### src/rtl/fir_mac_sequencer_pkg.sv
// Shared types and constants for the FIR MAC sequencer.
//   seq_state_t : sequencer states
//   LAT         : RAM read latency in cycles
//   clamp_taps  : maps a requested tap count onto 1..max_taps
// Macro FIR_SEQ_RAM_REG_EN selects RAMs with a registered output (LAT = 2);
// without it the RAMs are plain synchronous (LAT = 1).
package fir_pkg;

`ifdef FIR_SEQ_RAM_REG_EN
  localparam int unsigned LAT = 2;
`else
  localparam int unsigned LAT = 1;
`endif

  typedef enum logic [2:0] {
    IDLE,
    CHECK,
    LOAD,
    MAC,
    DRAIN,
    OUT,
    FIN
  } seq_state_t;

  function automatic int unsigned clamp_taps(input int unsigned taps,
                                             input int unsigned max_taps);
    if (taps == 0) return 1;
    if (taps > max_taps) return max_taps;
    return taps;
  endfunction

endpackage

### src/rtl/fir_mac_sequencer_if.sv
// Bus bundle between the FIR sequencer and its surroundings.
//   control : start, cfg_taps, cfg_num_samples -> ; <- busy, done, smp_cnt
//   input   : s_valid -> ; <- s_ready
//   RAMs    : <- smp_we, smp_waddr, rd_en, smp_raddr, coef_raddr
//   MAC     : <- acc_clr, acc_en
//   output  : <- y_valid ; y_ready ->
// slave is the sequencer side, master the side driving it.
interface fir_mac_sequencer_if #(
  parameter int unsigned ADDR_W = 5,
  parameter int unsigned CNT_W  = 16
);
  logic              start;
  logic [ADDR_W:0]   cfg_taps;
  logic [CNT_W-1:0]  cfg_num_samples;
  logic              busy;
  logic              done;
  logic              s_valid;
  logic              s_ready;
  logic              smp_we;
  logic [ADDR_W-1:0] smp_waddr;
  logic              rd_en;
  logic [ADDR_W-1:0] smp_raddr;
  logic [ADDR_W-1:0] coef_raddr;
  logic              acc_clr;
  logic              acc_en;
  logic              y_valid;
  logic              y_ready;
  logic [CNT_W-1:0]  smp_cnt;

  modport slave (
    input  start, cfg_taps, cfg_num_samples, s_valid, y_ready,
    output busy, done, s_ready, smp_we, smp_waddr, rd_en, smp_raddr,
           coef_raddr, acc_clr, acc_en, y_valid, smp_cnt
  );

  modport master (
    output start, cfg_taps, cfg_num_samples, s_valid, y_ready,
    input  busy, done, s_ready, smp_we, smp_waddr, rd_en, smp_raddr,
           coef_raddr, acc_clr, acc_en, y_valid, smp_cnt
  );
endinterface

### src/rtl/fir_mac_sequencer_rd_pipe.sv
// Delay line that re-times the RAM read strobe onto the accumulator.
//   clk, rst : clock, asynchronous active-high reset
//   rd_en    : read strobe issued this cycle
//   first    : this read belongs to tap 0
//   acc_en   : rd_en delayed by DEPTH cycles
//   acc_clr  : (rd_en && first) delayed by DEPTH cycles
// DEPTH follows LAT, which depends on FIR_SEQ_RAM_REG_EN.
module fir_rd_pipe
  import fir_pkg::*;
#(
  parameter int unsigned DEPTH = LAT
) (
  input  logic clk,
  input  logic rst,
  input  logic rd_en,
  input  logic first,
  output logic acc_en,
  output logic acc_clr
);

  logic [DEPTH-1:0] en_sr;
  logic [DEPTH-1:0] clr_sr;

  // Shift in at bit 0; the cast drops the oldest bit, which also covers DEPTH = 1.
  always_ff @(posedge clk or posedge rst) begin
    if (rst) begin
      en_sr  <= '0;
      clr_sr <= '0;
    end else begin
      en_sr  <= DEPTH'({en_sr, rd_en});
      clr_sr <= DEPTH'({clr_sr, rd_en && first});
    end
  end

  assign acc_en  = en_sr[DEPTH-1];
  assign acc_clr = clr_sr[DEPTH-1];

endmodule

### src/rtl/fir_mac_sequencer.sv
// Sequencer for a RAM-based FIR with a single MAC unit. Each accepted input
// sample is written into a circular sample RAM, then N coefficient/sample
// read pairs are issued and the accumulator controls follow them after the
// RAM read latency. Finished outputs leave over y_valid/y_ready.
//   clk, rst : clock, asynchronous active-high reset
//   bus      : fir_mac_sequencer_if.slave (control, sample input, RAM
//              addresses, accumulator controls, output handshake)
// Macro FIR_SEQ_RAM_REG_EN: registered-output RAMs, read latency 2 instead of 1.
module fir_mac_sequencer
  import fir_pkg::*;
#(
  parameter int unsigned ADDR_W   = 5,
  parameter int unsigned MAX_TAPS = 2**ADDR_W,
  parameter int unsigned CNT_W    = 16
) (
  input  logic                clk,
  input  logic                rst,
  fir_mac_sequencer_if.slave  bus
);

  seq_state_t        state, state_nxt;
  logic [ADDR_W-1:0] wptr, base, k;
  logic [ADDR_W:0]   taps_q;
  logic [CNT_W-1:0]  num_q, cnt_q;
  logic [1:0]        drain_cnt;
  logic              k_last, drain_last;

  logic              busy_c, done_c, s_ready_c, smp_we_c, rd_en_c, first_c, y_valid_c;
  logic [ADDR_W-1:0] smp_waddr_c, smp_raddr_c, coef_raddr_c;

  assign k_last     = ({1'b0, k} == taps_q - 1'b1);
  assign drain_last = (drain_cnt == 2'(LAT - 1));

  always_ff @(posedge clk or posedge rst) begin
    if (rst) state <= IDLE;
    else     state <= state_nxt;
  end

  always_comb begin
    state_nxt = state;
    unique case (state)
      IDLE:    if (bus.start) state_nxt = CHECK;
      CHECK:   state_nxt = (cnt_q == num_q) ? FIN : LOAD;
      LOAD:    if (bus.s_valid) state_nxt = MAC;
      MAC:     if (k_last) state_nxt = DRAIN;
      DRAIN:   if (drain_last) state_nxt = OUT;
      OUT:     if (bus.y_ready) state_nxt = CHECK;
      FIN:     state_nxt = IDLE;
      default: state_nxt = IDLE;
    endcase
  end

  // Addresses are forced to zero outside the states that own them.
  always_comb begin
    busy_c       = 1'b0;
    done_c       = 1'b0;
    s_ready_c    = 1'b0;
    smp_we_c     = 1'b0;
    smp_waddr_c  = '0;
    rd_en_c      = 1'b0;
    first_c      = 1'b0;
    smp_raddr_c  = '0;
    coef_raddr_c = '0;
    y_valid_c    = 1'b0;
    unique case (state)
      CHECK: busy_c = 1'b1;
      LOAD: begin
        busy_c      = 1'b1;
        s_ready_c   = 1'b1;
        smp_we_c    = bus.s_valid;
        smp_waddr_c = wptr;
      end
      MAC: begin
        busy_c       = 1'b1;
        rd_en_c      = 1'b1;
        first_c      = (k == '0);
        coef_raddr_c = k;
        smp_raddr_c  = base - k;
      end
      DRAIN: busy_c = 1'b1;
      OUT: begin
        busy_c    = 1'b1;
        y_valid_c = 1'b1;
      end
      FIN:     done_c = 1'b1;
      default: ;
    endcase
  end

  always_ff @(posedge clk or posedge rst) begin
    if (rst) begin
      wptr      <= '0;
      base      <= '0;
      k         <= '0;
      taps_q    <= '0;
      num_q     <= '0;
      cnt_q     <= '0;
      drain_cnt <= '0;
    end else begin
      unique case (state)
        IDLE: if (bus.start) begin
          taps_q <= (ADDR_W+1)'(clamp_taps(32'(bus.cfg_taps), MAX_TAPS));
          num_q  <= bus.cfg_num_samples;
          cnt_q  <= '0;
        end
        LOAD: if (bus.s_valid) begin
          base <= wptr;
          wptr <= wptr + 1'b1;
          k    <= '0;
        end
        MAC: begin
          if (!k_last) k <= k + 1'b1;
          drain_cnt <= '0;
        end
        DRAIN: drain_cnt <= drain_cnt + 1'b1;
        OUT: if (bus.y_ready && cnt_q != '1) cnt_q <= cnt_q + 1'b1;
        default: ;
      endcase
    end
  end

  fir_rd_pipe #(.DEPTH(LAT)) u_rd_pipe (
    .clk     (clk),
    .rst     (rst),
    .rd_en   (rd_en_c),
    .first   (first_c),
    .acc_en  (bus.acc_en),
    .acc_clr (bus.acc_clr)
  );

  assign bus.busy       = busy_c;
  assign bus.done       = done_c;
  assign bus.s_ready    = s_ready_c;
  assign bus.smp_we     = smp_we_c;
  assign bus.smp_waddr  = smp_waddr_c;
  assign bus.rd_en      = rd_en_c;
  assign bus.smp_raddr  = smp_raddr_c;
  assign bus.coef_raddr = coef_raddr_c;
  assign bus.y_valid    = y_valid_c;
  assign bus.smp_cnt    = cnt_q;

endmodule

### src/flat_wrapper.sv
// flat-port wrapper written by rule: the top's interface ports become plain ports
module fir_mac_sequencer_flat import fir_pkg::*;
#(
  parameter int unsigned ADDR_W   = 5,
  parameter int unsigned MAX_TAPS = 2**ADDR_W,
  parameter int unsigned CNT_W    = 16
)
  (clk, rst, bus_start, bus_cfg_taps, bus_cfg_num_samples, bus_s_valid, bus_y_ready, bus_busy, bus_done, bus_s_ready, bus_smp_we, bus_smp_waddr, bus_rd_en, bus_smp_raddr, bus_coef_raddr, bus_acc_clr, bus_acc_en, bus_y_valid, bus_smp_cnt);
  fir_mac_sequencer_if #(.ADDR_W(ADDR_W), .CNT_W(CNT_W)) bus_i ();
  input  logic clk;
  input  logic rst;
  input wire logic [$bits(bus_i.start)-1:0] bus_start;
  input wire logic [$bits(bus_i.cfg_taps)-1:0] bus_cfg_taps;
  input wire logic [$bits(bus_i.cfg_num_samples)-1:0] bus_cfg_num_samples;
  input wire logic [$bits(bus_i.s_valid)-1:0] bus_s_valid;
  input wire logic [$bits(bus_i.y_ready)-1:0] bus_y_ready;
  output wire logic [$bits(bus_i.busy)-1:0] bus_busy;
  output wire logic [$bits(bus_i.done)-1:0] bus_done;
  output wire logic [$bits(bus_i.s_ready)-1:0] bus_s_ready;
  output wire logic [$bits(bus_i.smp_we)-1:0] bus_smp_we;
  output wire logic [$bits(bus_i.smp_waddr)-1:0] bus_smp_waddr;
  output wire logic [$bits(bus_i.rd_en)-1:0] bus_rd_en;
  output wire logic [$bits(bus_i.smp_raddr)-1:0] bus_smp_raddr;
  output wire logic [$bits(bus_i.coef_raddr)-1:0] bus_coef_raddr;
  output wire logic [$bits(bus_i.acc_clr)-1:0] bus_acc_clr;
  output wire logic [$bits(bus_i.acc_en)-1:0] bus_acc_en;
  output wire logic [$bits(bus_i.y_valid)-1:0] bus_y_valid;
  output wire logic [$bits(bus_i.smp_cnt)-1:0] bus_smp_cnt;
  assign bus_i.start = bus_start;
  assign bus_i.cfg_taps = bus_cfg_taps;
  assign bus_i.cfg_num_samples = bus_cfg_num_samples;
  assign bus_i.s_valid = bus_s_valid;
  assign bus_i.y_ready = bus_y_ready;
  assign bus_busy = bus_i.busy;
  assign bus_done = bus_i.done;
  assign bus_s_ready = bus_i.s_ready;
  assign bus_smp_we = bus_i.smp_we;
  assign bus_smp_waddr = bus_i.smp_waddr;
  assign bus_rd_en = bus_i.rd_en;
  assign bus_smp_raddr = bus_i.smp_raddr;
  assign bus_coef_raddr = bus_i.coef_raddr;
  assign bus_acc_clr = bus_i.acc_clr;
  assign bus_acc_en = bus_i.acc_en;
  assign bus_y_valid = bus_i.y_valid;
  assign bus_smp_cnt = bus_i.smp_cnt;
  fir_mac_sequencer #(.ADDR_W(ADDR_W), .MAX_TAPS(MAX_TAPS), .CNT_W(CNT_W)) u_core (.clk(clk), .rst(rst), .bus(bus_i));
endmodule
### config.mk
export PLATFORM = sky130hd
export DESIGN_NAME = fir_mac_sequencer_flat
export DESIGN_NICKNAME = d
export VERILOG_FILES = /design/src/rtl/fir_mac_sequencer_pkg.sv /design/src/rtl/fir_mac_sequencer_if.sv /design/src/rtl/fir_mac_sequencer_rd_pipe.sv /design/src/rtl/fir_mac_sequencer.sv /design/src/flat_wrapper.sv
export SDC_FILE = /design/constraint.sdc
export NUM_CORES = 1
export LEC_CHECK = 0
export CAP_MARGIN = 20
export CORE_MARGIN = 1.5
export CORE_UTILIZATION = 46
export CTS_CLUSTER_SIZE = 14
export DETAILED_ROUTE_END_ITERATION = 10
export GPL_ROUTABILITY_DRIVEN = 0
export PLACE_DENSITY = 0.73
export SLEW_MARGIN = 5
export SYNTH_ARGS = -nofsm -noshare
export SYNTH_HDL_FRONTEND = slang
export SYNTH_SLANG_ARGS = --single-unit
### constraint.sdc
create_clock -name clk -period 1.9 [get_ports clk]
set_input_delay 0.38 -clock clk [delete_from_list [all_inputs] [get_ports clk]]
set_output_delay 0.38 -clock clk [all_outputs]
set_load 0.005 [all_outputs]
==> results of run 1 <==
## layer usage
layer	part of all wire [%]	vias up	wire length, um	global-route usage (%)
met2	50	66	4460	36.8
met4	1.1	0	99	7.27
met5	0	-	0	0
li1	-	1535	-	-
met3	4.0	11	359	5.72
met1	45	1517	4040	29.5
## where the power goes
group	internal, mW	switching (mW)
registers	1.68	0.382
logic	2.02	1.71
clock network	0.594	0.492
## flip-flops by register name, summed over array words and instances (netlist names)
register / flops
u_core.base: 5
u_core.bus.smp_cnt: 16
u_core.drain_cnt: 2
u_core.k: 5
u_core.num_q: 16
u_core.state: 3
u_core.taps_q: 6
u_core.u_rd_pipe.acc_clr: 1
u_core.u_rd_pipe.acc_en: 1
u_core.wptr: 5
## cells in the final DEF, fill, tap and decap left out, types with 8 or more instances in the layout
cell type | netlist | routed
buf_2 | 8 | 8
o21ai_0 | 9 | 9
xnor2_1 | 20 | 19
nor3_1 | 11 | 10
xor2_1 | 17 | 17
clkbuf_8 | 0 | 9
nor2_1 | 25 | 22
nand2_1 | 96 | 93
buf_4 | 1 | 46
dfrtp_1 | 60 | 59
buf_6 | 0 | 18
clkdlybuf4s50_1 | 0 | 44
inv_1 | 17 | 12
mux2i_1 | 9 | 8
## worst max path at each step
stage                               start  slack (ns)          endpoint  depth (start not counted)
2_1_floorplan     u_core.k[0]$_DFFE_PP0P_        0.01  bus_smp_raddr[4]                          7
3_3_place_gp   u_core.base[0]$_DFFE_PP0P_       -0.42  bus_smp_raddr[4]                          9
5_1_grt        u_core.base[0]$_DFFE_PP0P_       -0.47  bus_smp_raddr[4]                          9
4_1_cts        u_core.base[0]$_DFFE_PP0P_       -0.44  bus_smp_raddr[4]                          9
6_report       u_core.base[0]$_DFFE_PP0P_       -0.37  bus_smp_raddr[4]                          9
3_5_place_dp   u_core.base[0]$_DFFE_PP0P_       -0.46  bus_smp_raddr[4]                          9
## layout make-up
| type | instances | area, um^2 |
|---|---|---|
| multi-input combinational | 290 | 1980 |
| inverter | 17 | 63.8 |
| sequential | 60 | 1500 |
| clock buffer | 10 | 128 |
| timing repair buffer | 129 | 1170 |
| fill | 536 | 2230 |
| tap | 99 | 124 |
| clock inverter | 5 | 53.8 |
## cells by family (layout without fill, tap and decap cells)
| group | Yosys count | count (layout) | synth area share [%] |
|---|---|---|---|
| buf+inv | 32 | 161 | 3.89 |
| flops | 60 | 60 | 43.6 |
| simple gates | 193 | 193 | 27.3 |
| mux | 10 | 10 | 3.05 |
| xor+xnor | 37 | 37 | 9.41 |
| compound gates | 39 | 39 | 8.47 |
| fa+ha+maj | 11 | 11 | 4.22 |
## what timing repair did
action	CTS	global route
gates resized for setup	85	46
endpoints found under the setup margin	23	29
buffers inserted	12	15
pin swaps	15	21
## critical path: stages, from the launching register on
cell     delay (ns)
dfrtp_1        0.37
inv_2          0.08
ha_4           0.13
inv_2          0.04
fa_2           0.34
a21o_1         0.17
a21oi_2        0.14
xnor2_1        0.12
nor2_1         0.06
buf_2          0.12
==> results.md, run 1 <==
* Outcome: finished, violations left
* Violated checks: negative setup slack
* Final Skew at 0.00873 ns
* Worst-case clock buffer depth at 2
* Number of synthesized flops with an enable pin at 0
* IO buf count at 65
* Clk Latency, worst-skew pair at 0.33 ns
* Core Footprint at 7250 um^2
* Initial Utilization at 47.5%
* Number of placed I/O pins at 66
* R2R Setup Slk at -0.03 ns
* CTS Sinks at 60
* Seq cells post-synth at 60
* Post-Route WL at 8960 um
* Final Power at 6.87 mW
* Power per cell area at 1370 nW/um^2
* Pin count of the biggest net entering global routing at 61
* CP max FO at 2
* Avg Cell Area, Syn at 9.01 um^2
* Maxcap violations at 0
* WP data required at 1.52 ns
* Top-count cell post-synth: nand2_1
* CP Capture Type: output port
* Area leader, netlist: dfrtp_1
* Starting DRT DRC Count at around 120
* Worst Hold Margin at roughly 0.42 ns
* ANT nets after route at 0
* Commonest cells post-synth: nand2_1, dfrtp_1, nor2_1, xnor2_1
* LEAKAGE at between 2 and 2.5 nW
* Dpl cells at 571
* Vias in the first global route at 2898
* Mapped Area at 3440 um^2
* Antenna violations before repair at 0
* Min-delay worst type: input port to async pin
* Post-route core utilization at roughly 69%
* RSZ-0062 raised after global routing: true
* 1st-pass router iterations at 5
* Detail-routed via count per cell at 5.13
* Total track usage at 22.6%
* Reg2Reg Depth at 6
* Worst Path Arrival at ~1.9 ns
* Fmax at 0.440 GHz
* Via count at ~3100
* Global-route wire length before repair at 13600 um
* Nets@finish at 545
* Non-Filler Instances at about 600
* Die width at about 90 um
* TritonCTS clock tree: yes
* Synth top area cells: dfrtp_1, nand2_1, xnor2_1
* H-tree Lvls at 3
* Reg2Reg Launch Point: u_core.k[2]$_DFFE_PP0P_
* Synth Flop Type: dfrtp_1
* Dpl cell area at 4490 um^2
* Clock Pin Slew Worst Setup and Hold Paths at 0.07 ns
* Final setup violation count at 13
* Synthesis-to-layout area growth at 45.8%
* Post-layout instance area at 5020 um^2
* CP Class: flop to output port
* Setup crit start kind: flop
* Worst Max-Slew Pin Slew at around 0.46 ns
* Final worst setup slack at -0.373 ns
* Root Buffer: clkbuf_8
* Row Count at 31
* Register area share after synthesis at 43.6%
* YS warnings at 0
* VDD IR max at 0.000806 V
* Reg2reg end: u_core.k[1]$_DFFE_PP0P_
* Yosys top cell area share at 43.6%
* Gate Count Post-Synth at 382
* Gr ovfl total at 0
* # hold bufs at CTS at 0
* Final hold violations at 0
* Detailed Place HPWL at 5860 um
* Post-synth cell types at 50
* Slew margin rel. at between 60 and 70%
* Min Tclk post-route at between 2 and 2.5 ns
* Die H at approximately 90 um
* Post-Syn Nets at 420
* Post-synth ARST share at between 90% and 100%
* Layout cell share with drive strength beyond 1 at approximately 29%
* Diode count at 0
* Total CTS buffers at 9
* DRC at 0
* Die ar. at 8010 um^2
* Fin. max-slew vios at 0
* Setup TNS at -1.29 ns
* Tcrit/Tclk final at 120%
* Setup Slack @ Placement at -0.461 ns
* Routed WL per cell at 14.7 um
Note: power is estimated with default switching activity, not from simulation.
==> inputs of run 2 (changes only) <==
PLACE_DENSITY = 0.7   (was 0.73)
clock period = 2.56 ns   (was 1.9 ns; I/O delays follow)
==> run 2 against run 1 <==
Compared with the run above:
- largest cell class unchanged
- the flow now finishes without violations
- critical path depth shrank 1
- sequential power shrank 25%
- sequential share of layout area grew 3.7 points
- via count shrank 8.2%
==> results.md, run 2 (synthesized netlist as in run 1, its figures left out) <==
* LEAKAGE at approximately 2.1 nW
* Global-route wire length before repair at 12700 um
* RSZ-0062 raised after global routing: true
* Number of placed I/O pins at 66
* Core Footprint at between 7000 and 8000 um^2
* Diode count at 0
* Nets@finish at approximately 500
* Gr ovfl total at 0
* Detail-routed via count per cell at between 5 and 6
* Row Count at 31
* Worst Path Arrival at 1.96 ns
* Min Tclk post-route at 2.47 ns
* 1st-pass router iterations at 4
* CTS Sinks at 60
* Outcome: finished, final reports clean
* Sequential Area at between 1500 and 2000 um^2
* Clock Pin Slew Worst Setup and Hold Paths at about 0.070 ns
* Die width at 89.5 um
* Post-layout instance area at ~4500 um^2
* Filler cell count at 620
* Layout cell share with drive strength beyond 1 at 12.1%
* CP max stage cell: fa_2
* Root Buffer: clkbuf_8
* Pin count of the biggest net entering global routing at 25
* Antenna violations before repair at 0
* Die ar. at 8010 um^2
* IO buf count at 65
* CP max FO at 2
* Post-Route WL at 7790 um
* Power per cell area at 978 nW/um^2
* VDD IR max at 0.000592 V
* Total track usage at a little over a fifth
* Worst Hold Margin at 0.437 ns
* Initial Utilization at 47.5%
* Area occupied by multi-input gates at 1820 um^2
* Crit path buffers/inverters at 4
* CP Class: flop to output port
* WP data required at 2.05 ns
* Worst Max-Slew Pin Slew at around 0.44 ns
* Tcrit/Tclk final at between 90% and 100%
* Fmax at 0.405 GHz
* Final Skew at about 0.008 ns
* Family with the most delay on the worst path: adder cells
* DRC at 0
* Commonest non-fill, non-tap cells in the layout: nand2_1, clkdlybuf4s50_1, dfrtp_1
* Starting DRT DRC Count at 134
* Synthesis-to-layout area growth at 29.6%
* Total CTS buffers at 9
* Detailed Place HPWL at 5800 um
* Commonest non-fill, non-tap cell in the layout: nand2_1
* Worst-case clock buffer depth at 2
* CP Capture Type: output port
* Max incr delay on CP at 0.39 ns
* Final setup violation count at 0
* Routed WL per cell at 13.8 um
* Via count at 2871
* Dpl cell area at 4250 um^2
* TritonCTS clock tree: yes
* Crit path cell chain: inv_2, ha_2, inv_1, fa_2, buf_4, xnor2_1, nor2_1, dlygate4sd2_1
* Maxcap violations at 0
* Fin. max-slew vios at 0
* Final hold violations at 0
* Min-delay worst type: input port to async pin
* ANT nets after route at 0
* Die H at 89.5 um
* Vias in the first global route at 2692
* Setup crit start kind: flop
* H-tree Lvls at 3
* Slew margin rel. at between 70% and 80%
* Clk Latency, worst-skew pair at between 0.3 and 0.4 ns
==> run 2: through the flow <==
stage | worst slack (ns) | cells | utilization (%) | TNS [ns] | power [mW]
detailed placement | 0.00991 | 545 | 58.6 | 0 | 3.55
finish | 0.0879 | 563 | 61.5 | 0 | 4.36
CTS | -0.0539 | 562 | 61.3 | -0.0772 | 4.36
floorplan | 0.523 | 382 | - | 0 | 2.79
global route | -0.0123 | 563 | 61.5 | -0.0192 | 4.71
global placement | 0.0657 | 545 | 58.6 | 0 | 3.50
==> run 2: per-layer routing <==
metal	vias to the layer above	wire (um)	global-route usage, %	part of all wire [%]
li1	1438	-	-	-
met1	1366	3670	27.7	47
met2	58	3750	34.0	48
met3	9	236	4.06	3.0
met4	0	122	9.23	1.6
met5	-	0	0	0
==> run 2: where the power goes <==
group	internal [mW]	leakage, nW	switching [mW]	total [mW]
registers	1.25	0.784	0.290	1.54
clock network	0.431	0.0937	0.359	0.790
logic	1.05	1.19	0.986	2.03
==> run 2: path summary, 6_finish.rpt <==
path | cells after the start | slack (ns) | end | startpoint
worst max-delay path | 8 | 0.09 | bus_smp_raddr[2] | u_core.base[0]$_DFFE_PP0P_
worst min-delay path | 2 | 0.44 | u_core.num_q[14]$_DFFE_PP0P_ | rst
worst max register to register | 6 | 0.59 | u_core.k[1]$_DFFE_PP0P_ | u_core.taps_q[0]$_DFFE_PP0P_
worst min register to register | 2 | 0.48 | u_core.base[3]$_DFFE_PP0P_ | u_core.base[3]$_DFFE_PP0P_
max in group asynchronous | 3 | 1.50 | u_core.wptr[4]$_DFFE_PP0P_ | rst
min in group clk | 2 | 0.48 | u_core.base[3]$_DFFE_PP0P_ | u_core.base[3]$_DFFE_PP0P_
==> run 2: repair_timing <==
action / 4_1_cts / 5_1_grt
endpoints found under the setup margin: 6 / 7
pin swaps: 1 / 4
setup buffers: 1 / 1
hold buffers: 0 / 0
resized for setup: 7 / 10
==> run 2: layout make-up <==
cell class / instances / share of cell area [%]
clock buffers: 15 / 3.95
multi-input cells: 290 / 40.9
inverters: 17 / 1.43
flip-flops and latches: 60 / 33.7
repair buffers: 81 / 17.2
well taps: 99 / 2.78
clock inverters: 1 / 0.112
==> run 2: worst register-to-register path: cells and delay by family (launching register included) <==
| kind | cells | cell delay, ns |
|---|---|---|
| adder cells (fa/ha/maj) | 1 | 0.22 |
| buffers and inverters | 1 | 0.08 |
| multiplexers | 1 | 0.31 |
| AO/OA/AOI/OAI | 2 | 0.46 |
| flip-flops | 1 | 0.39 |
| AND/OR/NAND/NOR | 1 | 0.39 |
==> inputs of run 3 (changes only) <==
CORE_UTILIZATION = 25   (was 46)
PLACE_DENSITY = 0.42   (was 0.7)
==> run 3 against run 2 <==
Compared with the run above:
- sequential share of layout area shrank 2.0 points
- non-clock buffer count grew 5
- register-to-register slack lost 0.05 ns
- worst hold slack gained 0.046 ns
- sequential cell count is the same
- fmax grew 0.92%
- sequential power is essentially flat
- critical path depth grew 1
- cell area grew 6.3%
==> results.md, run 3 (synthesized netlist as in run 1, its figures left out) <==
* Worst-case clock buffer depth at 2
* Commonest non-fill, non-tap cells in the layout: nand2_1, clkdlybuf4s50_1, dfrtp_1
* Detail-routed via count per cell at 4.49
* Final hold violations at 0
* Setup TNS at 0 ns
* Die H at between 100 and 150 um
* Critical Path Stages at 9
* DRC at 0
* Post-Route WL at around 9200 um
* Clk Latency, worst-skew pair at 0.33 ns
* Routed WL per cell at 14.3 um
* Cells on Worst Hold Path at 2
* Power per cell area at 1040 nW/um^2
* Tcrit/Tclk final at 95.7%
* Final setup violation count at 0
* CP Capture Type: output port
* Number of placed I/O pins at 66
* Vias in the first global route at approximately 3000
* CP Class: flop to output port
* CTS Sinks at 60
* Max incr delay on CP at 0.38 ns
* Detailed Place HPWL at 6640 um
* Maxcap violations at 0
* CP max FO at 2
* Dpl cell area at 4410 um^2
* TritonCTS clock tree: yes
* Core Footprint at about 13000 um^2
* Diode count at 0
* 1st-pass router iterations at 4
* Commonest non-fill, non-tap cell in the layout: nand2_1
* Reg2Reg Depth at 6
* Min Tclk post-route at 2.45 ns
* Die width at 120 um
* Setup crit start kind: flop
* Worst Path Arrival at 1.94 ns
* WP data required at 2.05 ns
* Fin. max-slew vios at 0
* H-tree Lvls at 3
* Final Skew at 0.00386 ns
* Family with the most delay on the worst path: adder cells
* ANT nets after route at 0
* Root Buffer: clkbuf_16
* Filler cell count at 1410
* Min-delay worst type: flop to flop
* Outcome: finished, final reports clean
* CP max stage cell: fa_2
* Worst Max-Slew Pin Slew at 0.500 ns
* Antenna violations before repair at 0
* Nets@finish at 502
* RSZ-0062 raised after global routing: false
* Fmax at between 0.4 and 0.5 GHz
* Via count at 2894
* Post-layout instance area at 4740 um^2
* Synthesis-to-layout area growth at 37.8%
* Total CTS buffers at 9
* Clock Pin Slew Worst Setup and Hold Paths at 0.05 ns
* Slew margin rel. at 66.6%
* Global-route wire length before repair at around 16000 um
* # hold bufs at CTS at 0
* Initial Utilization at roughly 26%
* Crit path top cell by count: inv_2
* Pin count of the biggest net entering global routing at 61
* IO buf count at 65
* Layout cell share with drive strength beyond 1 at 12.8%
* Total track usage at between 10% and 20%
* Row Count at between 40 and 50
* Gr ovfl total at 0
* Starting DRT DRC Count at 154
* LEAKAGE at between 2 and 2.5 nW
* VDD IR max at ~0.00037 V
* Crit path cell chain: inv_2, ha_4, inv_2, fa_2, a21o_1, a21oi_2, xnor2_1, nor2_1, clkbuf_2
* Die ar. at 14500 um^2
* Crit path buffers/inverters at 3
[run 3: routing by layer]
layer  vias to the layer above  global-route usage (%)  wire length (um)
met4                         0                    6.40               183
met5                         -                       0                 0
met1                      1376                    19.4              4620
li1                       1447                       -                 -
met2                        60                    20.4              3970
met3                        11                    2.88               405
[run 3: area by class of cell]
cell class                 instances  area, um^2  share of cell area [%]
multi-input combinational        290        1830                    38.6
sequential                        60        1500                    31.7
clock inverter                     1        30.0                   0.633
tap                              176         220                    4.64
inverter                          17        63.8                    1.34
clock buffer                      14         274                    5.78
timing repair buffer              86         825                    17.4
[run 3: final timing paths]
check	start	to	slack, ns
max in group asynchronous	rst	u_core.state[1]$_DFFE_PP0P_	1.68
hold reg to reg	u_core.base[3]$_DFFE_PP0P_	u_core.base[3]$_DFFE_PP0P_	0.48
min in group asynchronous	rst	u_core.num_q[8]$_DFFE_PP0P_	0.58
setup / recovery	u_core.base[0]$_DFFE_PP0P_	bus_smp_raddr[4]	0.11
hold / removal	u_core.base[3]$_DFFE_PP0P_	u_core.base[3]$_DFFE_PP0P_	0.48
setup reg to reg	u_core.taps_q[0]$_DFFE_PP0P_	u_core.k[1]$_DFFE_PP0P_	0.54
[run 3: what timing repair did]
action,in CTS,in global routing
gates resized for setup,8,7
setup endpoints to repair,5,2
pin swaps,1,4
buffers inserted,1,0
[run 3: worst reg2reg max path, cell delays in order (launching register included)]
cell and delay [ns]:
dfrtp_1 0.41, inv_1 0.08, ha_1 0.22, or3_1 0.39
a31o_4 0.28, o21ai_4 0.21, mux2_4 0.32
[run 3: through the flow]
| stage | setup WS, ns | utilization [%] | total power, mW | instances | hold WS, ns |
|---|---|---|---|---|---|
| 4_1_cts | 0.00817 | 35.5 | 4.99 | 644 | 0.494 |
| 6_report | 0.111 | 35.5 | 4.94 | 644 | 0.483 |
| 3_5_place_dp | 0.0369 | 33.0 | 3.68 | 628 | 0.478 |
| 2_1_floorplan | 0.523 | - | 2.79 | 382 | 0.450 |
| 3_3_place_gp | 0.0662 | 33.0 | 3.66 | 628 | 0.480 |
| 5_1_grt | 0.00183 | 35.5 | 5.35 | 644 | 0.515 |
[run 3: power by group]
group / switching, mW / total [mW] / internal [mW]
clock network: 0.408 / 1.24 / 0.827
registers: 0.285 / 1.54 / 1.25
logic: 1.06 / 2.17 / 1.11
